<file path="config.mk">
export PLATFORM = sky130hd
export DESIGN_NAME = digit_scan_ctrl
export DESIGN_NICKNAME = d
export VERILOG_FILES = /design/src/rtl/disp_pkg.sv /design/src/rtl/next_digit_sel.sv /design/src/rtl/digit_scan_ctrl.sv
export SDC_FILE = /design/constraint.sdc
export NUM_CORES = 1
export LEC_CHECK = 0
export ABC_CLOCK_PERIOD_IN_PS = 2120
export BUFFER_PORTS_ARGS = -buffer_cell sky130_fd_sc_hd__buf_2
export CORE_MARGIN = 3
export CORE_UTILIZATION = 59
export CTS_CLUSTER_SIZE = 24
export DETAILED_ROUTE_END_ITERATION = 16
export PLACE_DENSITY = 0.82
export SETUP_SLACK_MARGIN = 0.3
export SLEW_MARGIN = 20
export SYNTH_ARGS = -nofsm -noshare
export SYNTH_HDL_FRONTEND = slang
export SYNTH_SLANG_ARGS = --single-unit
</file>
<file path="constraint.sdc">
create_clock -name i_clk -period 2.12 [get_ports i_clk]
set_input_delay 0.212 -clock i_clk [delete_from_list [all_inputs] [get_ports i_clk]]
set_output_delay 0.212 -clock i_clk [all_outputs]
set_load 0.02 [all_outputs]
</file>
<file path="src/rtl/disp_pkg.sv">
// ---------------------------------------------------------------------------
// disp_pkg
// Shared definitions for the multiplexed display scan path.
//   - scan_state_t : scan sequencer state encoding (IDLE, SHOW, BLANK_GAP)
//   - NUM_DIGITS   : number of display digits walked by the scanner
//   - SEL_W        : width of the digit select bus feeding the 2-to-4 decoder
//   - lowest_set() : index of the lowest set bit of a digit mask
// ---------------------------------------------------------------------------
package disp_pkg;

  localparam int NUM_DIGITS = 4;
  localparam int SEL_W      = 2;

  typedef enum logic [1:0] {
    IDLE      = 2'd0,
    SHOW      = 2'd1,
    BLANK_GAP = 2'd2
  } scan_state_t;

  // Scans from the top down so the last hit is the lowest set bit.
  // Returns 0 for an empty mask; callers guard against that case.
  function automatic logic [SEL_W-1:0] lowest_set(input logic [NUM_DIGITS-1:0] mask);
    lowest_set = '0;
    for (int i = NUM_DIGITS - 1; i >= 0; i--) begin
      if (mask[i]) lowest_set = SEL_W'(i);
    end
  endfunction

endpackage

</file>
<file path="src/rtl/next_digit_sel.sv">
// ---------------------------------------------------------------------------
// next_digit_sel
// Purely combinational search for the next enabled digit.
// Ports:
//   i_cur   [SEL_W-1:0]      currently selected digit
//   i_mask  [NUM_DIGITS-1:0] digit participation mask (bit i = digit i on)
//   o_next  [SEL_W-1:0]      next set mask bit searching upward from
//                            i_cur+1, wrapping 3->0, with i_cur tried last
//   o_wrap                   next digit index is <= current (frame wrap)
//   o_none                   mask is empty; o_next is meaningless
// ---------------------------------------------------------------------------
module next_digit_sel
  import disp_pkg::*;
(
  input  logic [SEL_W-1:0]      i_cur,
  input  logic [NUM_DIGITS-1:0] i_mask,
  output logic [SEL_W-1:0]      o_next,
  output logic                  o_wrap,
  output logic                  o_none
);

  logic [SEL_W-1:0] w_idx;
  logic             w_found;

  // Offsets 1..NUM_DIGITS; the final offset wraps back onto i_cur itself,
  // so a single enabled digit selects itself again.
  always_comb begin
    o_next  = i_cur;
    w_found = 1'b0;
    w_idx   = i_cur;
    for (int k = 1; k <= NUM_DIGITS; k++) begin
      w_idx = i_cur + SEL_W'(k);
      if (!w_found && i_mask[w_idx]) begin
        o_next  = w_idx;
        w_found = 1'b1;
      end
    end
  end

  assign o_none = ~|i_mask;
  assign o_wrap = w_found && (o_next <= i_cur);

endmodule

</file>
<file path="src/rtl/digit_scan_ctrl.sv">
// ---------------------------------------------------------------------------
// digit_scan_ctrl
// Scan sequencer in front of the 2-to-4 digit decoder. Each enabled digit is
// shown for DIV cycles, then the decoder is blanked for BLANK cycles to
// avoid ghosting, then the next enabled digit is selected.
// Parameters:
//   DIV   SHOW dwell per digit in clock cycles (>= 1)
//   BLANK blanking gap in clock cycles (>= 0, 0 = back-to-back digits)
//   CW    dwell/blank counter width; DIV and BLANK must fit
// Ports:
//   i_clk         system clock, rising edge
//   i_rst         asynchronous active-high reset
//   i_en          scan enable; low forces IDLE
//   i_digit_mask  bit i = 1 means digit i participates
//   o_a           registered digit select to the decoder
//   o_dec_en      registered decoder enable
//   o_frame       one-cycle pulse when the scan wraps to a lower/equal digit
// ---------------------------------------------------------------------------
module digit_scan_ctrl
  import disp_pkg::*;
#(
  parameter int DIV   = 4,
  parameter int BLANK = 1,
  parameter int CW    = 16
) (
  input  logic                  i_clk,
  input  logic                  i_rst,
  input  logic                  i_en,
  input  logic [NUM_DIGITS-1:0] i_digit_mask,
  output logic [SEL_W-1:0]      o_a,
  output logic                  o_dec_en,
  output logic                  o_frame
);

  localparam logic [CW-1:0] DIV_LAST   = CW'(DIV - 1);
  localparam logic [CW-1:0] BLANK_LAST = (BLANK > 0) ? CW'(BLANK - 1) : '0;
  localparam bit            HAS_BLANK  = (BLANK > 0);

  scan_state_t      r_state;
  logic [SEL_W-1:0] r_a;
  logic             r_dec_en;
  logic             r_frame;
  logic [CW-1:0]    r_cnt;

  logic [SEL_W-1:0] w_next;
  logic             w_wrap;
  logic             w_none;

  next_digit_sel u_next_digit_sel (
    .i_cur  (r_a),
    .i_mask (i_digit_mask),
    .o_next (w_next),
    .o_wrap (w_wrap),
    .o_none (w_none)
  );

  // Sequencer. DEC_EN is registered alongside the state so it is high
  // exactly while in SHOW. The mask only matters at IDLE exit and at an
  // advance, since that is the only time w_next/w_none are consumed.
  // A is only updated when DEC_EN goes (or stays) high for a new digit,
  // never mid-dwell.
  always_ff @(posedge i_clk or posedge i_rst) begin
    if (i_rst) begin
      r_state  <= IDLE;
      r_a      <= '0;
      r_dec_en <= 1'b0;
      r_frame  <= 1'b0;
      r_cnt    <= '0;
    end else begin
      r_frame <= 1'b0;
      if (!i_en) begin
        r_state  <= IDLE;
        r_dec_en <= 1'b0;
        r_cnt    <= '0;
      end else begin
        case (r_state)
          IDLE: begin
            r_dec_en <= 1'b0;
            r_cnt    <= '0;
            if (!w_none) begin
              r_a      <= lowest_set(i_digit_mask);
              r_state  <= SHOW;
              r_dec_en <= 1'b1;
            end
          end

          SHOW: begin
            if (r_cnt == DIV_LAST) begin
              r_cnt <= '0;
              if (HAS_BLANK) begin
                r_state  <= BLANK_GAP;
                r_dec_en <= 1'b0;
              end else if (w_none) begin
                r_state  <= IDLE;
                r_dec_en <= 1'b0;
              end else begin
                r_a     <= w_next;
                r_frame <= w_wrap;
              end
            end else begin
              r_cnt <= r_cnt + CW'(1);
            end
          end

          BLANK_GAP: begin
            if (r_cnt == BLANK_LAST) begin
              r_cnt <= '0;
              if (w_none) begin
                r_state  <= IDLE;
                r_dec_en <= 1'b0;
              end else begin
                r_state  <= SHOW;
                r_dec_en <= 1'b1;
                r_a      <= w_next;
                r_frame  <= w_wrap;
              end
            end else begin
              r_cnt <= r_cnt + CW'(1);
            end
          end

          default: begin
            r_state  <= IDLE;
            r_dec_en <= 1'b0;
            r_cnt    <= '0;
          end
        endcase
      end
    end
  end

  assign o_a      = r_a;
  assign o_dec_en = r_dec_en;
  assign o_frame  = r_frame;

endmodule
</file>
* Word level (Yosys, flattened, before mapping)
Cells that the tools add are included.
Cells by class: add/subtract/negate cells 4, $lt $le $gt $ge 5, equality and inequality tests 9, muxes and demuxes 43, reductions and logical operators 14
Operators with widths (number):
- 16-bit 2-to-1 mux | 3
- 16-bit one-hot mux with 2 select lines | 1
- 2-bit 2-to-1 mux | 15
- 1-bit 2-to-1 mux | 17
- 16-bit by 1-bit adder with 16-bit output, second input constant | 1
- 16-bit by 2-bit == test with 1-bit output, second input constant | 1
- 16-bit logical NOT | 1
- 2-bit by 3-bit less-than comparator with 1-bit output, second input constant | 4
- 3-bit inequality test, second input constant | 3
- 1-bit binary-select mux with 2-bit select | 4
- 2-bit inequality test, second input constant | 3
- 2-bit one-hot mux with 3 select lines | 1
- 5-bit AND reduction | 1
- 2-bit adder, second input constant | 2
- 1-bit logical AND | 4
- 2-bit one-hot mux with 2 select lines | 1
- 4-bit OR reduction | 1
- 1-bit logical NOT | 3
- 1-bit one-hot mux with 3 select lines | 1
- 3-bit AND reduction | 1
- 2-bit by 1-bit adder with 2-bit output, second input constant | 1
- 2-bit by 1-bit == test with 1-bit output, second input constant | 1
- 2-bit == test, second input constant | 1
- 2-bit less-or-equal comparator | 1
- other kinds (3) | 3
Word-level totals: flip-flop bits (word level) 22, bits of input ports 7, output and inout port bits 4, word-level logic and storage cells 80

* Logic depth before layout (Yosys ltp)
Gate-level depths: netlist of run 1.
word-level depth 19, mapped depth 9, gate-level depth less buffers 8

* By module
Synthesis of run 1 repeated with hierarchy kept, for this count alone.
Unflattened totals: cells, all modules 150, area, all modules 1413.9 µm²
Modules (own cells, without submodules):
- digit_scan_ctrl | instances 1, cells an instance 128, area each 1282.5 µm², seq. area each 550.5 µm²
- next_digit_sel | instances 1, cells an instance 22, area each 131.4 µm², seq. area each 0.0 µm²

* Least setup slack after synthesis of run 1
No wires, ideal clock.
kind reg-to-reg, start point reg r_cnt[0], end point reg r_cnt[10], arrival time 1.647 ns, slack 0.355 ns, cell stages (with the launch flop) 8, path through dfrtp_1 > ha_1 > clkbuf_1 > nor3b_1 > a41oi_1 > o211ai_2 > buf_6 > nor2_1
On the way: longest elaborated chain between the ends 4, elaborated cells on any way between the ends 7, those cells by class add/sub (1); eq/ne (1); mux (4); reduce/logical (1)
RTL lines:
- start: declaration | RTL line digit_scan_ctrl.sv:43 | logic [CW-1:0] r_cnt;
- start signal: assignment | RTL line digit_scan_ctrl.sv:101 | r_cnt <= r_cnt + CW'(1);
- start signal: assignment | RTL line digit_scan_ctrl.sv:118 | r_cnt <= r_cnt + CW'(1);
- 16-bit by 1-bit adder with 16-bit output (tied with other cells) | RTL line digit_scan_ctrl.sv:101, digit_scan_ctrl.sv:118
- 16-bit 2-to-1 mux, on equally long branches | RTL line digit_scan_ctrl.sv:106, digit_scan_ctrl.sv:88
- 16-bit one-hot mux with 2 select lines * | RTL line digit_scan_ctrl.sv:76 | case (r_state)
- 16-bit 2-to-1 mux * | RTL line digit_scan_ctrl.sv:71 | if (!i_en) begin
Mark *: on every way between the ends. The rest lies on a longest branch, timed or not. A chain may end at the register's enable or synchronous reset.

* Worst setup path in the final report of run 1
start point reg r_cnt[9], end point reg r_state[0]
On the way: longest elaborated chain between the ends 3, elaborated cells on any way between the ends 5, those cells by class eq/ne (3); reduce/logical (2)
RTL lines:
- 16-bit by 2-bit == test with 1-bit output / 16-bit logical NOT (equally long branches) | RTL line digit_scan_ctrl.sv:88, digit_scan_ctrl.sv:106
- 3-bit inequality test (no line)
- 3-bit AND reduction (no line) *
- end signal: assignment | RTL line digit_scan_ctrl.sv:82 | r_state <= SHOW;
- end signal: assignment | RTL line digit_scan_ctrl.sv:91 | r_state <= BLANK_GAP;
- end signal: assignment | RTL line digit_scan_ctrl.sv:94 | r_state <= IDLE;
- end: declaration | RTL line digit_scan_ctrl.sv:39 | scan_state_t r_state;
Marks and branches as above.

==> results of run 1 <==
[power by group through the flow]
stage | clock, mW | sequential, mW | combinational (mW)
floorplan | 0 | 0.554 | 0.313
global placement | 0 | 0.527 | 0.440
detailed placement | 0 | 0.531 | 0.464
CTS | 0.230 | 0.523 | 0.479
global route | 0.255 | 0.528 | 0.570
finish | 0.225 | 0.523 | 0.509
[worst paths after layout]
| path | start | to | slack [ns] |
|---|---|---|---|
| max in group asynchronous | i_rst | r_cnt[6] | 1.51 |
| min in group i_clk | i_en | r_state[1] | 0.21 |
| setup / recovery | r_cnt[9] | r_state[0] | 0.37 |
| hold / removal | i_rst | r_cnt[15] | 0.04 |
| hold reg to reg | r_cnt[0] | r_cnt[0] | 0.49 |
| setup reg to reg | r_cnt[9] | r_state[0] | 0.37 |
[critical path, cell delays in order (launching register included)]
cell and delay (ns):
dfrtp_1 0.44, nor4_4 0.41, a41oi_2 0.25, a211oi_2 0.34, mux2i_1 0.24
[logic make-up after synthesis]
family / count (synthesis)
mux: 3
simple gates: 61
buf+inv: 17
fa+ha+maj: 9
compound gates: 28
flops: 22
xor+xnor: 10
[metrics by stage]
| stage | instance area, µm² | utilization | instances | power (mW) |
|---|---|---|---|---|
| 2_1_floorplan | 1413 | - | 150 | 0.8674 |
| 3_3_place_gp | 1473 | 0.6594 | 183 | 0.9665 |
| 3_5_place_dp | 1473 | 0.6594 | 183 | 0.9957 |
| 4_1_cts | 1558 | 0.6975 | 187 | 1.232 |
| 5_1_grt | 1613 | 0.7221 | 192 | 1.353 |
| 6_report | 1613 | 0.7221 | 192 | 1.257 |
[cell type report]
type / instances / area, µm² / area share
Clock buffer: 4 / 36.28 / 0.02250
Inverter: 11 / 41.29 / 0.02560
Multi-Input combinational cell: 111 / 850.8 / 0.5275
Sequential cell: 22 / 554.3 / 0.3437
Tap cell: 28 / 35.03 / 0.02172
Timing Repair Buffer: 16 / 95.09 / 0.05896
[Yosys cell counts (2+ instances only)]
library cell / number / area (µm²)
o21ai_0: 5 / 25.02
nor2_1: 15 / 56.30
or3_1: 4 / 25.02
mux2i_1: 2 / 20.02
xor2_1: 9 / 78.83
nor4_2: 2 / 25.02
o31ai_1: 3 / 22.52
nand2_1: 10 / 37.54
nand3_1: 6 / 30.03
a21oi_1: 9 / 45.04
clkbuf_1: 3 / 11.26
inv_1: 11 / 41.29
dfrtp_1: 22 / 550.5
nor2b_1: 2 / 12.51
nand4_1: 4 / 25.02
and3_1: 3 / 18.77
ha_1: 9 / 112.6
nor3b_1: 2 / 15.01
nand2b_1: 2 / 12.51
nor4_1: 3 / 18.77
[timing repair]
| item | 4_1_cts | 5_1_grt |
|---|---|---|
| pin swaps | 0 | 4 |
| setup buffers | 0 | 5 |
| hold buffers | 0 | 0 |
| setup endpoints to repair | 14 | 20 |
| gates resized for setup | 7 | 7 |
| hold endpoints to repair | 0 | 0 |
[registers in the layout, summed over array words and instances, names as in the netlist]
| register | count |
|---|---|
| r_cnt | 16 |
| r_state | 2 |
| o_a | 2 |
| o_dec_en | 1 |
| o_frame | 1 |
[per-layer routing]
metal	share of wire	global-route usage	up-vias
met5	0	0	-
met4	0.019	0.06073	0
met3	0.042	0.05630	6
met2	0.49	0.3504	24
met1	0.44	0.2877	559
li1	-	-	560
==> flow_metrics.tcl, run 1 <==
set metrics [dict create \
    drc 0 \
    fin_tns_setup_ns 0 \
    critical_path_class "reg -> reg" \
    rsz0062_at_grt "false" \
    hold_viol_final 0 \
    p_clk_frac 0.179 \
    critPathCaptureType "register" \
    most-common-layout-cells "19 x dfrtp_1, 15 x nor2_1, 11 x inv_1" \
    power.share.switching 0.3679 \
    worstPathMaxFanout 4 \
    io_buffer_count 10 \
    cts.htree.levels 1 \
    fin_worst_hold_slack_ns 0.04377 \
    status "complete, no violations" \
    grt_max_degree 23 \
    synth_compound_area_frac 0.1417 \
    yosys_most_used_dff "dfrtp_1" \
    synth_mux_area_frac 0.02214 \
    slew_headroom 0.4517 \
    clock-sinks 22 \
    fp.dieW_um 54.93 \
    antenna_found_initial 0 \
    root_buffer "clkbuf_4" \
    grt_pass1_wl_um 4657 \
    globalplace.congestion 0.7885 \
    pwr-share-seq 0.416 \
    drv_slew 0 \
    finClkSkew_ns 0.008507 \
    cap_violations 0 \
    grt_pass1_vias 1070 \
    required_ns 2.35 \
    post_drt_wl_per_cell_um 14.61 \
    period_needed_ns 1.753 \
    synth_top_family_by_area "simple AND/OR/NAND/NOR gates" \
    reg2reg_depth 4 \
    die_h_um 54.93 \
    synth_cells 150 \
    synthSimpleGateAreaFrac 0.2524 \
    vias 1149 \
    switchingPower_mw 0.4624 \
    ys_warn_count 0 \
    vdd_drop_max_mv 0.6475 \
    ys_seq_area_frac 0.3897 \
    n_antenna_cell 0 \
    cts_buffer_depth 2 \
    hp-class "in -> async" \
    dp_hpwl_um 1980 \
    final_common_cell "dfrtp_1" \
    viasPerCell 5.984 \
    syn-cell-area_mm2 0.001413 \
    numCtsBuffers 3 \
    initial_utilization 0.6325 \
    p_leak_nw 0.7087 \
    firstDrtPassIters 4 \
    drt_iter0_markers 31 \
    synthArstFlopShare 1.000 \
    final_nets 181 \
    area_growth_pct 14.17 \
    synthXorXnorAreaFrac 0.06200 \
    rows 17 \
    arrival_ns 1.98 \
    p_per_area_mw_per_mm2 779.4 \
    ys_seq_elements 22 \
    clock_latency_ns 0.31 \
    track_usage 0.2170 \
    avgSynthCellArea_um2 9.417 \
    path_clk_slew_ns 0.12 \
    tightest_slew_ns 0.8215 \
    ios 11 \
    overflow 0 \
    layout-drive-gt1-share 0.2439 \
    place_worst_setup_slack_ns 0.2792 \
    core_area_mm2 0.002233 \
    cts_tree "yes" \
    routed_wl_um 2805 \
    finalWorstSetupSlack_ns 0.3672 \
    critPathLaunchType "register" \
    yosys.cell_types.count 44 \
    syn-num-nets 166 \
    synth_fa_ha_area_frac 0.07972 \
    setup_viol 0 \
    n_fill_cell 180 \
    intPower_mw 0.7947 \
    postRouteAntennaNets 0 \
    die_area_mm2 0.003017 \
    synth_edf_count 0 \
    min_period_over_period 0.8268 \
    p_comb_frac 0.405 \
    max_freq_mhz 570.5 \
]
No activity file was read; power rests on OpenSTA's default activity.
==> run 2, diff against run 1 <==
--- a/config.mk
+++ b/config.mk
@@ -5,13 +5,13 @@
 export SDC_FILE = /design/constraint.sdc
 export NUM_CORES = 1
 export LEC_CHECK = 0
-export ABC_CLOCK_PERIOD_IN_PS = 2120
+export ABC_CLOCK_PERIOD_IN_PS = 1550
 export BUFFER_PORTS_ARGS = -buffer_cell sky130_fd_sc_hd__buf_2
 export CORE_MARGIN = 3
-export CORE_UTILIZATION = 59
+export CORE_UTILIZATION = 53
 export CTS_CLUSTER_SIZE = 24
 export DETAILED_ROUTE_END_ITERATION = 16
-export PLACE_DENSITY = 0.82
+export PLACE_DENSITY = 0.78
 export SETUP_SLACK_MARGIN = 0.3
 export SLEW_MARGIN = 20
 export SYNTH_ARGS = -nofsm -noshare
==> constraint.sdc (replaced) <==
create_clock -name i_clk -period 1.55 [get_ports i_clk]
set_input_delay 0.155 -clock i_clk [delete_from_list [all_inputs] [get_ports i_clk]]
set_output_delay 0.155 -clock i_clk [all_outputs]
set_load 0.02 [all_outputs]
==> flow_metrics.tcl, run 2 (synthesis results as in run 1) <==
set metrics [dict create \
    cp_cell_sequence "nor4_4 -> a41oi_4 -> nor2_2 -> mux2_4" \
    post_drt_wl_per_cell_um 17.72 \
    cts_tree "yes" \
    reg2reg_depth 4 \
    most-common-layout-cells "39 x buf_4, 19 x dfrtp_1, 14 x nor2_1" \
    worstPathMaxFanout 5 \
    multi_input_comb_area_um2 924.6 \
    viasPerCell 5.892 \
    drt_iter0_markers 61 \
    period_needed_ns 1.814 \
    cp-endpoint "o_a[1]" \
    crit_start "r_cnt[9]" \
    initial_utilization 0.5651 \
    core_area_mm2 0.002500 \
    final_common_cell "buf_4" \
    grt_max_degree 23 \
    dp.cells 217 \
    antenna_found_initial 0 \
    grt_pass1_wl_um 6389 \
    slowest_stage "nor4_4" \
    cts_buffer_depth 2 \
    required_ns 1.77 \
    clock-sinks 22 \
    n_fill_cell 146 \
    hold_viol_final 0 \
    final_nets 218 \
    ff2ff_setup_slack_ns -0.26 \
    die_h_um 57.63 \
    finalWorstSetupSlack_ns -0.2635 \
    fp.dieW_um 57.63 \
    violations "negative setup slack" \
    hp-class "in -> reg" \
    routed_wl_um 4094 \
    regMostFlops "r_cnt" \
    n_antenna_cell 0 \
    io_buffer_count 10 \
    postLayoutCellArea_mm2 0.002012 \
    globalplace.congestion 0.8347 \
    track_usage 0.2459 \
    dpl_cell_area_mm2 0.001767 \
    critPathCaptureType "register" \
    timing.rr.end "o_a[1]" \
    firstDrtPassIters 4 \
    overflow 0 \
    area_growth_pct 42.43 \
    instances_no_fill 231 \
    rsz0062_at_grt "true" \
    status "finished with violations" \
    clock_latency_ns 0.32 \
    min_period_over_period 1.170 \
    fin_worst_hold_slack_ns 0.1346 \
    r2r_start "r_cnt[9]" \
    arrival_ns 2.04 \
    rows 18 \
    critical_path_class "reg -> reg" \
    root_buffer "clkbuf_4" \
    drc 0 \
    p_per_area_mw_per_mm2 1134 \
    slew_headroom 0.5128 \
    critPathLaunchType "register" \
    finClkSkew_ns 0.004098 \
    layout-drive-gt1-share 0.4229 \
    vdd_drop_max_mv 1.202 \
    p_total_mw 2.281 \
    grt_pass1_vias 1427 \
    p_leak_nw 0.9206 \
    vias 1361 \
    path_clk_slew_ns 0.13 \
    postRouteAntennaNets 0 \
    setup_viol 22 \
    ff_latch_area_um2 554.3 \
    cts.htree.levels 1 \
    ios 11 \
    die_area_mm2 0.003321 \
    drv_slew 0 \
    critPathMaxStageDelay_ns 0.47 \
    dp_hpwl_um 2646 \
    largest_reg_flops 16 \
    cap_violations 0 \
    max_freq_mhz 551.4 \
    fin_tns_setup_ns -4.894 \
    tightest_slew_ns 0.7241 \
    numCtsBuffers 3 \
]
==> run 2: area by class of cell <==
type,count,area share
flip-flops and latches,22,0.2755
well taps,30,0.01866
repair buffers,53,0.1996
multi-input cells,111,0.4596
clock inverters,1,0.01493
clock buffers,3,0.01119
inverters,11,0.02052
==> run 2: worst max-delay path, delay by kind of cell, from the launching register on <==
kind	cells	cell delay [ns]
compound gates	1	0.28
flops	1	0.44
simple gates	2	0.69
mux	1	0.31
==> run 2: worst min path at each step <==
| stage | slack [ns] | depth (start not counted) | startpoint | end |
|---|---|---|---|---|
| after floorplan | 0.14 | 1 | i_rst | o_dec_en |
| after global placement | 0.20 | 3 | i_rst | o_frame |
| after detailed placement | 0.21 | 3 | i_rst | r_cnt[13] |
| after CTS | 0.13 | 3 | i_en | r_state[1] |
| after global routing | 0.14 | 3 | i_en | r_state[0] |
| final | 0.13 | 3 | i_en | r_state[0] |
==> run 2: power breakdown <==
| group | internal [mW] | total, mW | leakage (nW) | switching [mW] |
|---|---|---|---|---|
| clock | 0.262 | 0.451 | 0.0279 | 0.190 |
| sequential | 0.642 | 0.719 | 0.297 | 0.0772 |
| combinational | 0.556 | 1.11 | 0.596 | 0.555 |
==> run 2: repair_timing <==
action	in CTS	in global routing
setup buffers	4	5
resized for setup	11	12
hold buffers	1	0
pin swaps	4	7
hold endpoints to repair	22	0
endpoints found under the setup margin	23	23
==> run 2: per-stage QoR <==
step                      setup slack, ns    util
after floorplan                  -0.06887       -
after global placement           -0.08761  0.7067
after detailed placement          -0.2018  0.7067
after CTS                         -0.2085  0.7653
after global routing              -0.3434  0.8048
final                             -0.2635  0.8048
==> run 2: routing by layer <==
layer	part of all wire	global-route usage	up-vias
li1	-	-	639
met1	0.40	0.3232	658
met2	0.52	0.4097	46
met3	0.043	0.04454	18
met4	0.033	0.08278	0
met5	0	0	-
==> run 3, diff against run 2 <==
--- a/config.mk
+++ b/config.mk
@@ -5,10 +5,12 @@
 export SDC_FILE = /design/constraint.sdc
 export NUM_CORES = 1
 export LEC_CHECK = 0
+export ABC_AREA = 1
 export ABC_CLOCK_PERIOD_IN_PS = 1550
 export BUFFER_PORTS_ARGS = -buffer_cell sky130_fd_sc_hd__buf_2
+export CORE_ASPECT_RATIO = 0.5
 export CORE_MARGIN = 3
-export CORE_UTILIZATION = 53
+export CORE_UTILIZATION = 54
 export CTS_CLUSTER_SIZE = 24
 export DETAILED_ROUTE_END_ITERATION = 16
 export PLACE_DENSITY = 0.78
==> flow_metrics.tcl, run 3 <==
set metrics [dict create \
    synth_compound_area_frac 0.06722 \
    clock_latency_ns 0.27 \
    path_clk_slew_ns 0.09 \
    fin_worst_hold_slack_ns 0.2144 \
    timing.rr.end "o_frame" \
    post_drt_wl_per_cell_um 18.03 \
    p_leak_nw 1.155 \
    violations "negative setup slack" \
    setup_viol 19 \
    antenna_found_initial 0 \
    max_freq_mhz 492.4 \
    ff2ff_setup_slack_ns -0.48 \
    holdCritStartpoint "i_en" \
    dp.cells 297 \
    ys_seq_area_frac 0.3323 \
    globalplace.congestion 0.9158 \
    finClkSkew_ns 0.003809 \
    worstPathMaxFanout 5 \
    n_antenna_cell 0 \
    min_period_over_period 1.310 \
    track_usage 0.2455 \
    drv_slew 0 \
    area_growth_pct 45.01 \
    status "finished with violations" \
    layout-drive-gt1-share 0.4564 \
    ys_top_cells_by_count "52 x nand2_1, 27 x inv_1, 26 x nor2_1, 22 x dfrtp_1, 21 x nand3_1" \
    cts_tree "yes" \
    use_met3 0.04554 \
    vdd_drop_max_mv 1.452 \
    yosysMostFrequentCell "nand2_1" \
    routed_wl_um 5843 \
    grt_pass1_vias 1626 \
    instances_no_fill 324 \
    slew_headroom 0.7656 \
    grt_max_degree 23 \
    synth_mux_area_frac 0 \
    drc 0 \
    rows 13 \
    critPathLaunchType "register" \
    synth_edf_count 0 \
    synth_top_family_by_area "simple AND/OR/NAND/NOR gates" \
    synthArstFlopShare 1.000 \
    synth_area_leader_cell "dfrtp_1" \
    synth_fa_ha_area_frac 0.06798 \
    final_nets 304 \
    syn-num-nets 246 \
    ys_top_cells_by_area "dfrtp_1 33%, nand2_1 12%, ha_1 6.8%" \
    synthSimpleGateAreaFrac 0.3927 \
    critPathCaptureType "register" \
    fp.dieW_um 84.33 \
    syn-cell-area_mm2 0.001657 \
    p_per_area_mw_per_mm2 1509 \
    synth_cells 230 \
    grt_pass1_wl_um 7348 \
    yosys_most_used_dff "dfrtp_1" \
    postLayoutCellArea_mm2 0.002402 \
    hold_end "o_frame" \
    critical_path_class "reg -> reg" \
    vias 1974 \
    cts.htree.levels 1 \
    largest_reg_flops 16 \
    grtUsageMet1 0.2933 \
    firstDrtPassIters 5 \
    io_buffer_count 10 \
    root_buffer "clkbuf_8" \
    r2r_start "o_a[0]" \
    drt_iter0_markers 232 \
    finalWorstSetupSlack_ns -0.4810 \
    regMostFlops "r_cnt" \
    die_h_um 45.17 \
    tightest_slew_ns 0.3489 \
    rsz0062_at_grt "true" \
    synthXorXnorAreaFrac 0.04230 \
    dpl_cell_area_mm2 0.001954 \
    clock-sinks 22 \
    required_ns 1.75 \
    synth_top_area_share 0.3323 \
    postRouteAntennaNets 0 \
    period_needed_ns 2.031 \
    final_util 0.8739 \
    grtUsageMet2 0.4875 \
    ff_latch_area_um2 555.5 \
    reg2reg_depth 14 \
    numCtsBuffers 3 \
    dp_hpwl_um 2896 \
    n_fill_cell 117 \
    cts_buffer_depth 2 \
    initial_utilization 0.6026 \
    top_usage_layer "met2" \
    ios 11 \
    hold_viol_final 0 \
    whs_path_depth 3 \
    final_common_cell "nand2_1" \
    ys_warn_count 0 \
    overflow 0 \
    cap_violations 0 \
    viasPerCell 6.093 \
    yosys.cell_types.count 28 \
    arrival_ns 2.23 \
    core_area_mm2 0.002749 \
    most-common-layout-cells "41 x nand2_1, 37 x buf_4, 23 x nor2_1" \
    hp-class "in -> reg" \
    avgSynthCellArea_um2 7.203 \
    die_area_mm2 0.003809 \
    multi_input_comb_area_mm2 0.001176 \
    place_worst_setup_slack_ns -0.3603 \
    ys_seq_elements 22 \
]
==> run 3: power breakdown <==
group	switching (mW)	internal [mW]
logic	1.38	1.08
clock network	0.201	0.227
registers	0.0981	0.643
==> run 3: worst max path at each step <==
stage / start / to / slack (ns) / depth (start not counted)
2_1_floorplan: o_a[0] / o_frame / -0.34 / 17
3_3_place_gp: o_a[0] / o_frame / -0.31 / 15
3_5_place_dp: o_a[0] / o_frame / -0.36 / 14
4_1_cts: o_a[0] / o_frame / -0.37 / 16
5_1_grt: o_a[0] / o_frame / -0.61 / 16
6_report: o_a[0] / o_frame / -0.48 / 14
==> run 3: cell families (layout without fill, tap and decap cells) <==
group                      count (synthesis)  in the layout
buffers and inverters                     37             93
and+or+nand+nor                          136            137
xor gates and xnor gates                   8              8
adders and majority gates                  9              9
AOI/OAI and AO/OA                         18             18
DFF                                       22             22
==> run 3: critical path, stage by stage (launching register included) <==
cell and delay, ns:
dfrtp_2 0.49, buf_6 0.16, nand2_1 0.10, nand3_2 0.14, nand2_2 0.14, nand3_4 0.09, buf_6 0.12, o21ai_2 0.07
nand2_1 0.10, inv_2 0.08, ha_4 0.12, nor2_1 0.04, o21ai_1 0.12, nand4_1 0.08, nor2_1 0.12
==> run 3: what timing repair did <==
action	CTS	global route
setup buffers	7	14
hold buffers	1	0
gates resized for setup	22	33
setup endpoints to repair	23	23
gates cloned	1	0
hold endpoints to repair	22	0
pin swaps	4	15
==> run 3: layout make-up <==
cell class                      instances  share of cell area
Tap cell                               37             0.01927
Sequential cell                        22              0.2313
Inverter                               34             0.05729
Timing Repair Buffer                   55              0.1797
Multi-Input combinational cell        172              0.4896
Clock buffer                            4             0.02292
==> run 3: stage by stage <==
stage	setup TNS (ns)	power [mW]
CTS	-0.4267	3.002
global placement	-0.3190	2.301
detailed placement	-0.4225	2.377
global route	-2.880	3.788
finish	-1.687	3.625
floorplan	-0.3418	1.855
==> run 3: routing by layer <==
layer	vias up	routed length [µm]
li1	860	-
met3	52	475
met5	-	0
met4	0	332
met1	915	2278
met2	147	2756
